===== src/rtl/audio_pkg.sv =====
`default_nettype none
// ============================================================================
// Module      : audio_pkg
// Description : Shared audio datapath constants, FSM encoding and the
//               saturation / coefficient-clamp helpers.
// Revision    : 1.0 - initial release
// ============================================================================
package audio_pkg;

    localparam int          SAMPLE_W  = 16;
    localparam logic [15:0] Q15_ONE   = 16'h8000;
    localparam int          Q15_SHIFT = 15;

    // Comb stage FSM encoding
    typedef logic [1:0] state_t;
    localparam state_t S_IDLE = 2'd0;
    localparam state_t S_DAMP = 2'd1;
    localparam state_t S_FB   = 2'd2;

    // Clamp a wide signed value into the range of a w-bit signed sample
    function automatic logic signed [63:0] sat_sample(input logic signed [63:0] v,
                                                      input int w);
        logic signed [63:0] hi;
        logic signed [63:0] lo;
        hi = (64'sd1 <<< (w - 1)) - 64'sd1;
        lo = -(64'sd1 <<< (w - 1));
        if (v > hi) begin
            return hi;
        end
        if (v < lo) begin
            return lo;
        end
        return v;
    endfunction

    // Limit a Q1.15 coefficient to 1.0 so the loop gain can never exceed unity
    function automatic logic [31:0] coef_clamp(input logic [31:0] c);
        return (c > 32'(Q15_ONE)) ? 32'(Q15_ONE) : c;
    endfunction

endpackage
`default_nettype wire


===== src/rtl/q15_mul.sv =====
`default_nettype none
// ============================================================================
// Module      : q15_mul
// Description : Signed (WIDTH+1)-bit by unsigned Q1.15 coefficient multiply,
//               rescaled by an arithmetic right shift of 15 (floor rounding).
// Revision    : 1.0 - initial release
// ============================================================================
module q15_mul
    import audio_pkg::*;
#(
    parameter int WIDTH  = 16,
    parameter int COEF_W = 16
) (
    input  logic signed [WIDTH:0]    i_a,
    input  logic        [COEF_W-1:0] i_c,
    output logic signed [WIDTH:0]    o_p
);

    // A signed (WIDTH+1) operand times an unsigned COEF_W operand fits here
    localparam int PW = WIDTH + COEF_W + 1;

    logic signed [PW-1:0] w_a;
    logic signed [PW-1:0] w_c;
    logic signed [PW-1:0] w_prod;

    assign w_a    = PW'(i_a);
    assign w_c    = PW'($signed({1'b0, i_c}));
    assign w_prod = w_a * w_c;

    // With the coefficient limited to 1.0 the rescaled result fits WIDTH+1 bits
    assign o_p = (WIDTH + 1)'(w_prod >>> Q15_SHIFT);

endmodule
`default_nettype wire


===== src/rtl/comb_feedback.sv =====
`default_nettype none
// ============================================================================
// Module      : comb_feedback
// Description : Damped feedback comb stage wrapped around a delay-line FIFO.
//               y = sat(x + g * lp), lp = one-pole low-pass of the delay tap.
//               One shared Q1.15 multiplier serves both the damping and the
//               feedback products, so the stage takes three cycles per sample.
// Revision    : 1.0 - initial release
// ============================================================================
module comb_feedback
    import audio_pkg::*;
#(
    parameter int WIDTH  = SAMPLE_W,
    parameter int COEF_W = 16
) (
    input  logic                     clk,
    input  logic                     reset,
    input  logic                     in_valid,
    input  logic signed [WIDTH-1:0]  in_sample,
    input  logic        [COEF_W-1:0] gain,
    input  logic        [COEF_W-1:0] damp,
    input  logic signed [WIDTH-1:0]  fifo_out,
    output logic signed [WIDTH-1:0]  fifo_in,
    output logic                     fifo_enable,
    output logic                     out_valid,
    output logic signed [WIDTH-1:0]  out_sample,
    output logic                     overrun
);

    state_t state_q, state_d;

    logic signed [WIDTH-1:0]  x_q, x_d;
    logic signed [WIDTH-1:0]  d_q, d_d;
    logic signed [WIDTH-1:0]  lp_q, lp_d;
    logic signed [WIDTH-1:0]  lp_nx_q, lp_nx_d;
    logic signed [WIDTH-1:0]  out_sample_q, out_sample_d;
    logic        [COEF_W-1:0] g_q, g_d;
    logic        [COEF_W-1:0] damp_q, damp_d;
    logic                     out_valid_q, out_valid_d;
    logic                     overrun_q, overrun_d;

    logic                     w_accept;
    logic                     w_drop;
    logic signed [WIDTH:0]    w_diff;
    logic signed [WIDTH:0]    w_mul_a;
    logic        [COEF_W-1:0] w_mul_c;
    logic signed [WIDTH:0]    w_mul_p;
    logic signed [WIDTH+1:0]  w_sum;
    logic signed [WIDTH-1:0]  w_y;

    // A new sample is taken only when idle and the FIFO is not shifting this
    // cycle; the tap read during an out_valid cycle would be stale.
    assign w_accept = in_valid && (state_q == S_IDLE) && !out_valid_q;
    assign w_drop   = in_valid && !w_accept;

    // Damping operand: lp - d in WIDTH+1 bits so it cannot overflow
    assign w_diff = {lp_q[WIDTH-1], lp_q} - {d_q[WIDTH-1], d_q};

    // Multiplier is shared: (lp - d) * damp in DAMP, lp_next * g in FB
    assign w_mul_a = (state_q == S_FB) ? {lp_nx_q[WIDTH-1], lp_nx_q} : w_diff;
    assign w_mul_c = (state_q == S_FB) ? g_q : damp_q;

    q15_mul #(
        .WIDTH  (WIDTH),
        .COEF_W (COEF_W)
    ) u_q15_mul (
        .i_a (w_mul_a),
        .i_c (w_mul_c),
        .o_p (w_mul_p)
    );

    // x + fb in WIDTH+2 bits, then clamp to the sample range
    assign w_sum = {{2{x_q[WIDTH-1]}}, x_q} + {w_mul_p[WIDTH], w_mul_p};
    assign w_y   = WIDTH'(sat_sample(64'(w_sum), WIDTH));

    // State and datapath registers; reset aborts any sample in flight
    always_ff @(posedge clk) begin
        if (reset) begin
            state_q      <= S_IDLE;
            x_q          <= '0;
            d_q          <= '0;
            lp_q         <= '0;
            lp_nx_q      <= '0;
            g_q          <= '0;
            damp_q       <= '0;
            out_sample_q <= '0;
            out_valid_q  <= 1'b0;
            overrun_q    <= 1'b0;
        end else begin
            state_q      <= state_d;
            x_q          <= x_d;
            d_q          <= d_d;
            lp_q         <= lp_d;
            lp_nx_q      <= lp_nx_d;
            g_q          <= g_d;
            damp_q       <= damp_d;
            out_sample_q <= out_sample_d;
            out_valid_q  <= out_valid_d;
            overrun_q    <= overrun_d;
        end
    end

    // Next-state: IDLE -> DAMP -> FB -> IDLE, one pass per accepted sample
    always_comb begin
        state_d = state_q;
        case (state_q)
            S_IDLE:  if (w_accept) state_d = S_DAMP;
            S_DAMP:  state_d = S_FB;
            S_FB:    state_d = S_IDLE;
            default: state_d = S_IDLE;
        endcase
    end

    // Datapath updates and output strobes for each state
    always_comb begin
        x_d          = x_q;
        d_d          = d_q;
        lp_d         = lp_q;
        lp_nx_d      = lp_nx_q;
        g_d          = g_q;
        damp_d       = damp_q;
        out_sample_d = out_sample_q;
        out_valid_d  = 1'b0;
        overrun_d    = overrun_q | w_drop;

        if (w_accept) begin
            x_d    = in_sample;
            d_d    = fifo_out;
            g_d    = COEF_W'(coef_clamp(32'(gain)));
            damp_d = COEF_W'(coef_clamp(32'(damp)));
        end

        if (state_q == S_DAMP) begin
            // lp_next = d + (lp - d) * damp; a convex mix, so it fits WIDTH bits
            lp_nx_d = WIDTH'({d_q[WIDTH-1], d_q} + w_mul_p);
        end

        if (state_q == S_FB) begin
            lp_d         = lp_nx_q;
            out_sample_d = w_y;
            out_valid_d  = 1'b1;
        end
    end

    // The FIFO input holds y between updates, so it is stable when sampled
    assign fifo_in     = out_sample_q;
    assign out_sample  = out_sample_q;
    assign fifo_enable = out_valid_q;
    assign out_valid   = out_valid_q;
    assign overrun     = overrun_q;

endmodule
`default_nettype wire


===== config.mk =====
export PLATFORM = sky130hd
export DESIGN_NAME = comb_feedback
export DESIGN_NICKNAME = d
export VERILOG_FILES = /design/src/rtl/audio_pkg.sv /design/src/rtl/q15_mul.sv /design/src/rtl/comb_feedback.sv
export SDC_FILE = /design/constraint.sdc
export NUM_CORES = 1
export LEC_CHECK = 0
export ABC_CLOCK_PERIOD_IN_PS = 22400
export BUFFER_PORTS_ARGS = -buffer_cell sky130_fd_sc_hd__buf_2
export CAP_MARGIN = 20
export CELL_PAD_IN_SITES_DETAIL_PLACEMENT = 1
export CELL_PAD_IN_SITES_GLOBAL_PLACEMENT = 2
export CORE_ASPECT_RATIO = 0.75
export CORE_MARGIN = 3
export CORE_UTILIZATION = 42
export CTS_CLUSTER_DIAMETER = 100
export CTS_CLUSTER_SIZE = 12
export DETAILED_ROUTE_END_ITERATION = 12
export PLACE_DENSITY = 0.88
export SLEW_MARGIN = 0
export SYNTH_ARGS = -nofsm -noshare
export SYNTH_HDL_FRONTEND = slang
export SYNTH_HIERARCHICAL = 1
export SYNTH_SLANG_ARGS = --single-unit

===== constraint.sdc =====
create_clock -name clk -period 22.4 [get_ports clk]
set_input_delay 2.24 -clock clk [delete_from_list [all_inputs] [get_ports clk]]
set_output_delay 2.24 -clock clk [all_outputs]
set_load 0.005 [all_outputs]

* Yosys cells after proc, flatten, opt, wreduce, memory -nomap -nowiden
Index checks and enable logic that the tools add are counted.
Storage, ports and cells: register bits 116, output and inout port bits 35, logic and storage cells 42
Cells by class: add/subtract/negate cells 3, bitwise operators 1, reductions and logical operators 6, multiply operators 1, muxes and demuxes 14, order comparisons 4, eq/ne operators 3
Operator list (count):
- two-way mux 16 bit | 7
- greater-than comparator 16 bit, second input constant | 2
- multiplier 17 x 17 -> 32 bit | 1
- adder 16 x 17 -> 18 bit | 1
- greater-than comparator 18 x 16 -> 1 bit, second input constant | 1
- less-than comparator 18 x 16 -> 1 bit, second input constant | 1
- two-way mux 17 bit | 1
- subtractor 16 x 16 -> 17 bit | 1
- adder 16 bit | 1
- two-way mux 1 bit | 4
- one-hot mux 2 bit (2 select lines) | 1
- logical AND 1 bit | 3
- equality test 2 x 1 -> 1 bit, second input constant | 1
- equality test 2 bit, second input constant | 1
- zero test 1 bit | 2
- zero test 2 bit | 1
- two-way mux 2 bit | 1
- != test 2 bit, second input constant | 1
- OR 1 bit | 1

* Depth between registers and ports, before layout
Gate-level depths: netlist of run 1.
depth after elaboration 9, mapped depth 43, gate-level depth less buffers 41

* Modules after synthesis
The synthesis of run 1 kept the hierarchy.
Modules (own cells, without submodules):
- q15_mul | times used 1, area each 9989.6 um^2, cells each 1116
- comb_feedback | times used 1, area each 6712.7 um^2, cells each 863

* Worst setup path after synthesis of run 1
Ideal clock, no wire load.
path kind flip-flop to flip-flop, from register d_q[2], to register out_sample_q[11] (netlist: fifo_in[11]), path buffers 2, arrival time 9.062 ns, clock period less this slack 9.185 ns, data required time 22.277 ns, cell stages (with the launch flop) 40, setup slack 13.215 ns, path through dfxtp_1 -> inv_1 -> ha_1 -> nor2b_1 -> o31a_1 -> o211ai_2 -> a21oi_1 -> o311a_1 -> o21a_1 -> o21a_1 -> o211ai_1 -> clkbuf_1 -> nand2_1 -> inv_1 -> fa_1 -> fa_1 -> fa_1 -> fa_1 -> [... 4 more ...] -> ha_1 -> and3_4 -> and2_4 -> a211oi_2 -> a21oi_1 -> a211oi_4 -> o21bai_1 -> xor2_1 -> ha_1 -> nor2_1 -> o211ai_1 -> a211oi_1 -> a21oi_1 -> xnor2_1 -> a21oi_2 -> o21bai_2 -> buf_6 -> a211oi_2
Between the ends: word-level cells in the longest chain between the ends 9, elaborated cells between the ends (all ways) 12
Ends and longest elaborated chain:
- start, declared | RTL line comb_feedback.sv:33 | logic signed [WIDTH-1:0] d_q, d_d;
- start signal, assigned | RTL line comb_feedback.sv:81 | d_q <= '0;
- start signal, assigned | RTL line comb_feedback.sv:92 | d_q <= d_d;
- subtractor 16 x 16 -> 17 bit * | RTL line comb_feedback.sv:57 | assign w_diff = {lp_q[WIDTH-1], lp_q} - {d_q[WIDTH-1], d_q};
- two-way mux 17 bit * | RTL line comb_feedback.sv:60 | assign w_mul_a = (state_q == S_FB) ? {lp_nx_q[WIDTH-1], lp_nx_q} : w_diff;
- net w_mul_a[16] | RTL line comb_feedback.sv:45 | logic signed [WIDTH:0] w_mul_a;
- multiplier 17 x 17 -> 32 bit * | RTL line q15_mul.sv:28 | assign w_prod = w_a * w_c;
- net w_mul_p[12] | RTL line comb_feedback.sv:47 | logic signed [WIDTH:0] w_mul_p;
- adder 16 x 17 -> 18 bit * | RTL line comb_feedback.sv:73 | assign w_sum = {{2{x_q[WIDTH-1]}}, x_q} + {w_mul_p[WIDTH], w_mul_p};
- less-than comparator 18 x 16 -> 1 bit | RTL line audio_pkg.sv:30 | if (v < lo) begin
- two-way mux 1 bit (2 in series) | RTL line audio_pkg.sv:30
- two-way mux 16 bit | RTL line audio_pkg.sv:33 | return v;
- two-way mux 16 bit * | RTL line audio_pkg.sv:30
- end signal, assigned | RTL line comb_feedback.sv:97 | out_sample_q <= out_sample_d;
- end, declared | RTL line comb_feedback.sv:36 | logic signed [WIDTH-1:0] out_sample_q, out_sample_d;
Mark *: on every way through the listed nets, which the timed path passes. The rest lies on a longest branch. The select of a mux whose other input is x is not followed. A chain may end at the register's enable or synchronous reset.

* Worst setup path after layout of run 1
from register lp_q[0], to register out_sample_q[1] (netlist: fifo_in[1])
Between the ends: word-level cells in the longest chain between the ends 9, elaborated cells between the ends (all ways) 12
Ends and longest elaborated chain:
- start, declared | RTL line comb_feedback.sv:34 | logic signed [WIDTH-1:0] lp_q, lp_d;
- start signal, assigned | RTL line comb_feedback.sv:93 | lp_q <= lp_d;
- subtractor 16 x 16 -> 17 bit * | RTL line comb_feedback.sv:57
- two-way mux 17 bit * | RTL line comb_feedback.sv:60
- net w_mul_a[16] | RTL line comb_feedback.sv:45
- multiplier 17 x 17 -> 32 bit * | RTL line q15_mul.sv:28
- net w_mul_p[11] | RTL line comb_feedback.sv:47
- adder 16 x 17 -> 18 bit * | RTL line comb_feedback.sv:73
- less-than comparator 18 x 16 -> 1 bit | RTL line audio_pkg.sv:30
- two-way mux 1 bit (2 in series) | RTL line audio_pkg.sv:30
- two-way mux 16 bit | RTL line audio_pkg.sv:33
- two-way mux 16 bit * | RTL line audio_pkg.sv:30
Marked as above.

==> impl_metrics.ini, run 1 <==
[timing]
fmax_mhz = 92.12
fin_skew_ps = 17.05
setup_tns_ps = 0
setup_viol = 0
tightestPinTransition_ps = 1056
rsz0062_at_grt = no
relSlewSlack = 0.2958
final-hold-violation-count = 0
finalCritPeriodShare = 0.4846
maxSlewViolCount = 0
min_period_ps = 10860

[yosys]
syn_area_per_cell_um2 = 8.440
synth_ff_type = dfxtp_1
synth_cell_types = 73
netlist_instances = 1979
seq_area_frac_synth = 0.1390
synth_fp_nets = 2442
ys_ff_latch = 116
synthArstFlopShare = 0
netlist_area_um2 = 16700
synth_edf_count = 0
yosysWarnings = 6

[critical_path]
critPathSlowestCell = o21bai_2
cp_data_required_time_ps = 22670
crit_top_cell = fa_1
crit_arrival_ps = 11120
max_stage_delay_ps = 760
critical_path_class = reg -> reg
cp-end-kind = register
crit_fanout = 15
start_kind = register

[cells_and_area]
nNetsFinal = 2498
area_growth_pct = 9.858
fin_area_um2 = 18350
layout_commonest_cell = inv_1
diodes = 0
drive_above_1_share = 0.1025
final_cells = 2560
final_cell_mix = 354 x inv_1, 351 x nand2_1, 268 x fa_1, 132 x and2_1, 128 x ha_1

[global_route]
met2_usage = 0.4267
gr-total-overflow = 0
grt.total_usage = 0.2503
grt_pass1_vias = 15020
top_usage_layer = met2
grt_pass1_wl_um = 82910
grt_max_degree = 104
use_met1 = 0.3426
antenna_found_initial = 0
gr-usage-met3 = 0.03921

[cts]
hold_buffers = 0
cts_root_buf = clkbuf_16
cts_tree = done
htreeDepth = 4
cts-resized-gates = 0
clkSinkCount = 116
worstSkewPairLatency_ps = 450
cts_setup_buffers = 0
clockBufferDepth = 2
cts_buffers = 17
path_clk_slew_ps = 60

[detailed_routing]
firstDrtPassIters = 5
post-route-drc-count = 0
detail-route-antenna-nets = 0
routedWlPerCell_um = 20.07
wirelength_um = 51370
via_count = 13710
drt-initial-drc-count = 757
viasPerCell = 5.357

[die]
start_util = 0.4306
rows = 62
die_area_um2 = 42220
die_w_um = 236.3
core_area_um2 = 38790
ios = 102
dieHeight_um = 178.7

[placed_design]
hpwl_um = 40340
dp_cells = 2525
io_buffer_count = 101
placed_cell_area_um2 = 17660
routabilityCongestion = 0.8903

[power]
powerDensity_nw_per_um2 = 106.9
swShare = 0.5176
power.net_switching_mw = 1.015
internal_power_mw = 0.9461
seqPwrFrac = 0.124
p_leak_nw = 8.989
comb_power_share = 0.719
ir_drop_mv = 0.06952
clockPowerShare = 0.157

[worst_hold_path]
min_path_type = reg -> reg

[status]
status = complete, no violations

[job]
maxCapViolations = 0
[worst max-delay path: cells and delay by family (launching register included)]
kind / cells / cell delay, ps
fa+ha+maj: 10 / 4590
simple gates: 4 / 610
compound gates: 17 / 4160
buf+inv: 6 / 720
xor+xnor: 1 / 260
flops: 1 / 330
[per-stage QoR]
step	setup slack, ps	hold WS (ps)	utilization	total power, mW
global route	10780	471.9	0.4731	2.147
CTS	11020	454.0	0.4720	1.960
finish	11540	451.4	0.4731	1.961
detailed placement	11100	445.4	0.4554	1.630
floorplan	13220	432.1	-	1.259
global placement	11580	439.6	0.4554	1.578
[metal layers]
| layer | part of all wire | vias up | wire (um) |
|---|---|---|---|
| met1 | 0.46 | 7065 | 23690 |
| met3 | 0.047 | 55 | 2432 |
| met5 | 0 | - | 0 |
| met4 | 0.014 | 0 | 713 |
| li1 | - | 6289 | - |
| met2 | 0.48 | 304 | 24530 |
[path summary, 6_finish.rpt]
kind / start / to / slack (ps) / cells past startpoint
worst min-delay path: lp_nx_q[2]$_SDFFE_PP0N_ / lp_nx_q[2]$_SDFFE_PP0N_ / 450 / 2
worst max-delay path: lp_q[0]$_SDFFE_PP0P_ / fifo_in[1]$_SDFFE_PP0P_ / 11540 / 38
worst min register to register: lp_nx_q[2]$_SDFFE_PP0N_ / lp_nx_q[2]$_SDFFE_PP0N_ / 450 / 2
worst max register to register: lp_q[0]$_SDFFE_PP0P_ / fifo_in[1]$_SDFFE_PP0P_ / 11540 / 38
[cell type report]
| class | count | area [um2] |
|---|---|---|
| Timing Repair Buffer | 131 | 753.2 |
| Clock buffer | 17 | 425.4 |
| Inverter | 354 | 1329 |
| Clock inverter | 15 | 219.0 |
| Fill cell | 4697 | 20440 |
| Tap cell | 512 | 640.6 |
| Multi-Input combinational cell | 1415 | 12660 |
| Sequential cell | 116 | 2322 |
[Yosys cell counts, types with 10 or more instances]
master | number | area share
ha_1 | 128 | 0.096
a21o_1 | 16 | 0.0072
xnor2_1 | 32 | 0.017
a21oi_1 | 121 | 0.036
clkbuf_1 | 74 | 0.017
inv_1 | 354 | 0.080
nand3_1 | 14 | 0.0042
o21ai_1 | 10 | 0.0030
nor2_1 | 67 | 0.015
xor2_1 | 29 | 0.015
fa_1 | 268 | 0.32
nand2_1 | 351 | 0.079
nand3b_1 | 12 | 0.0054
a22oi_1 | 22 | 0.0099
nand2b_1 | 12 | 0.0045
a211oi_2 | 12 | 0.0090
nor3_1 | 16 | 0.0048
o21ai_0 | 30 | 0.0090
buf_4 | 17 | 0.0076
dfxtp_1 | 116 | 0.14
o21a_1 | 11 | 0.0049
a211oi_1 | 13 | 0.0058
and2_1 | 132 | 0.049
[logic make-up (layout without fill, tap and decap cells)]
| family | after synthesis | in the layout | synth area share |
|---|---|---|---|
| adder cells (fa/ha/maj) | 396 | 396 | 0.4171 |
| buffers and inverters | 448 | 517 | 0.1054 |
| AO/OA/AOI/OAI | 300 | 300 | 0.1221 |
| flip-flops | 116 | 116 | 0.1390 |
| AND/OR/NAND/NOR | 657 | 657 | 0.1838 |
| XOR/XNOR | 61 | 61 | 0.03199 |
| multiplexers | 1 | 1 | 0.0005993 |
[state kept, by name, indices dropped and copies added (netlist names)]
signal,cells
fifo_in,16
state_q,2
fifo_enable,1
damp_q,16
lp_nx_q,16
lp_q,16
x_q,16
overrun,1
d_q,16
g_q,16
[power by group through the flow]
stage	combinational (mW)	sequential (mW)	clock [mW]
after floorplan	1.02	0.242	0
after CTS	1.40	0.243	0.313
after global routing	1.58	0.246	0.323
after detailed placement	1.38	0.248	0
after global placement	1.33	0.247	0
final	1.41	0.244	0.308
Note: power is estimated with default switching activity, not from simulation.
==> run 2: changes to the inputs <==
--- a/config.mk
+++ b/config.mk
@@ -5,18 +5,18 @@
 export SDC_FILE = /design/constraint.sdc
 export NUM_CORES = 1
 export LEC_CHECK = 0
-export ABC_CLOCK_PERIOD_IN_PS = 22400
+export ABC_CLOCK_PERIOD_IN_PS = 11170
 export BUFFER_PORTS_ARGS = -buffer_cell sky130_fd_sc_hd__buf_2
 export CAP_MARGIN = 20
 export CELL_PAD_IN_SITES_DETAIL_PLACEMENT = 1
 export CELL_PAD_IN_SITES_GLOBAL_PLACEMENT = 2
 export CORE_ASPECT_RATIO = 0.75
 export CORE_MARGIN = 3
-export CORE_UTILIZATION = 42
+export CORE_UTILIZATION = 39
 export CTS_CLUSTER_DIAMETER = 100
 export CTS_CLUSTER_SIZE = 12
 export DETAILED_ROUTE_END_ITERATION = 12
-export PLACE_DENSITY = 0.88
+export PLACE_DENSITY = 0.83
 export SLEW_MARGIN = 0
 export SYNTH_ARGS = -nofsm -noshare
 export SYNTH_HDL_FRONTEND = slang
==> constraint.sdc (replaced) <==
create_clock -name clk -period 11.17 [get_ports clk]
set_input_delay 1.117 -clock clk [delete_from_list [all_inputs] [get_ports clk]]
set_output_delay 1.117 -clock clk [all_outputs]
set_load 0.005 [all_outputs]
==> run 2 against run 1 <==
Effect of this change: register-to-register slack worse by 11000 ps; sequential share of layout area about the same; count of clock-buffer cells in the layout grew 3; setup slack worse by 11000 ps; total power rose by 97%; critical path depth shrank 2; utilization down 3.1 points; largest cell class unchanged; via count fell by 1.3%; clock power up 81%.
==> impl_metrics.ini, run 2 (synthesized netlist as in run 1, its figures left out) <==
[timing]
fmax_mhz = 95.60
fin_skew_ps = 9.377
tightestPinTransition_ps = 1083
relSlewSlack = 0.2761
min_period_ps = 10460
finalCritPeriodShare = 0.9365
maxSlewViolCount = 0
rsz0062_at_grt = no
setup_tns_ps = 0
setup_viol = 0
final-hold-violation-count = 0

[power]
power.net_switching_mw = 2.011
ir_drop_mv = 0.1351
clockPowerShare = 0.144
powerDensity_nw_per_um2 = 210.4
comb_power_share = 0.731
p_leak_nw = 8.982
swShare = 0.5197
internal_power_mw = 1.859
seqPwrFrac = 0.125

[critical_path]
crit-reg2reg-launch = lp_q[0]$_SDFFE_PP0P_
crit_fanout = 16
rrSetupSlack_ps = 710
reg2reg_to = fifo_in[1]$_SDFFE_PP0P_
endpoint = fifo_in[1]$_SDFFE_PP0P_
critPathSlowestCell = fa_1
crit_arrival_ps = 10810
start_kind = register
critPathLaunch = lp_q[0]$_SDFFE_PP0P_
ff2ff_path_depth = 36
cp_data_required_time_ps = 11520
cp-end-kind = register
critical_path_class = reg -> reg
crit_top_cell = fa_1
max_stage_delay_ps = 540

[die]
core_area_um2 = 41560
rows = 64
die_area_um2 = 45370
start_util = 0.4019
dieHeight_um = 185.2
die_w_um = 245.0
ios = 102

[detailed_routing]
post-route-drc-count = 0
drt-initial-drc-count = 579
via_count = 13540
firstDrtPassIters = 5
detail-route-antenna-nets = 0
wirelength_um = 50360
routedWlPerCell_um = 19.26
viasPerCell = 5.178

[global_route]
grt_pass1_wl_um = 82040
gr-total-overflow = 0
grt_max_degree = 67
grt_pass1_vias = 15090
grt.total_usage = 0.2314
antenna_found_initial = 0

[cts]
clockBufferDepth = 2
htreeDepth = 4
cts_tree = done
worstSkewPairLatency_ps = 430
cts_buffers = 17
clkSinkCount = 116
cts_root_buf = clkbuf_16
path_clk_slew_ps = 60

[status]
status = complete, no violations

[cells_and_area]
fin_area_um2 = 18390
area_growth_pct = 10.12
diodes = 0
layout_commonest_cell = inv_1
drive_above_1_share = 0.1052
nNetsFinal = 2504
final_cell_mix = 354 x inv_1, 351 x nand2_1, 268 x fa_1, 132 x and2_1, 128 x ha_1

[worst_hold_path]
min_path_type = reg -> reg

[placed_design]
placed_cell_area_um2 = 17790
routabilityCongestion = 0.8238
io_buffer_count = 101
hpwl_um = 40170

[job]
maxCapViolations = 0
==> run 2: changes by cell type in the layout (fill, tap and decap cells not counted), sizes merged <==
| cell | before | now |
|---|---|---|
| buf | 131 | 137 |
| clkinvlp | 2 | 5 |
| bufinv | 4 | 2 |
| inv | 359 | 354 |
| clkbuf | 17 | 20 |
| clkinv | 4 | 5 |
==> run 2: what timing repair did <==
action | CTS | global route
gates resized for setup | 0 | 1
endpoints found under the setup margin | 0 | 3
hold buffers | 0 | 0
setup buffers | 0 | 0
==> run 2: worst min path at each step <==
| stage | from | endpoint | slack (ps) | depth (start not counted) |
|---|---|---|---|---|
| after floorplan | lp_nx_q[10]$_SDFFE_PP0N_ | lp_nx_q[10]$_SDFFE_PP0N_ | 430 | 2 |
| after global placement | g_q[11]$_SDFFE_PP0P_ | g_q[11]$_SDFFE_PP0P_ | 440 | 2 |
| after detailed placement | lp_nx_q[12]$_SDFFE_PP0N_ | lp_nx_q[12]$_SDFFE_PP0N_ | 450 | 2 |
| after CTS | g_q[13]$_SDFFE_PP0P_ | g_q[13]$_SDFFE_PP0P_ | 450 | 2 |
| after global routing | g_q[13]$_SDFFE_PP0P_ | g_q[13]$_SDFFE_PP0P_ | 470 | 2 |
| final | damp_q[6]$_SDFFE_PP0P_ | damp_q[6]$_SDFFE_PP0P_ | 450 | 2 |
==> run 2: final cells by class <==
class	count	area, um2
Inverter	354	1329
Fill cell	5002	23170
Clock inverter	12	130.1
Multi-Input combinational cell	1415	12660
Sequential cell	116	2322
Tap cell	561	701.9
Timing Repair Buffer	137	778.2
Clock buffer	20	466.7
==> run 2: metal layers <==
| metal | track usage | vias up | share of wire |
|---|---|---|---|
| met2 | 0.3853 | 250 | 0.47 |
| met4 | 0.04319 | 0 | 0.012 |
| met1 | 0.3213 | 6930 | 0.48 |
| met3 | 0.03864 | 52 | 0.041 |
| met5 | 0 | - | 0 |
| li1 | - | 6308 | - |
==> run 2: per-stage QoR <==
step	cells	worst slack (ps)	power, mW	utilization	hold slack (ps)
floorplan	1979	1985	2.525	-	432.1
global placement	2582	681.2	3.225	0.4279	438.6
detailed placement	2583	732.8	3.302	0.4281	446.5
CTS	2615	628.0	3.897	0.4424	453.5
global route	2615	27.28	4.248	0.4426	468.7
finish	2615	709.6	3.871	0.4426	451.7
==> run 2: power by group through the flow <==
stage | clock network (mW) | registers, mW | logic (mW)
floorplan | 0 | 0.485 | 2.04
global route | 0.588 | 0.490 | 3.17
CTS | 0.568 | 0.484 | 2.85
global placement | 0 | 0.491 | 2.73
detailed placement | 0 | 0.493 | 2.81
finish | 0.558 | 0.484 | 2.83
==> run 2: worst max-delay path: cells and delay by family, from the launching register on <==
family | cells | cell delay [ps]
adders and majority gates | 10 | 4470
AOI/OAI and AO/OA | 13 | 3410
and+or+nand+nor | 7 | 1250
buffers and inverters | 5 | 530
xor gates and xnor gates | 1 | 360
DFF | 1 | 350
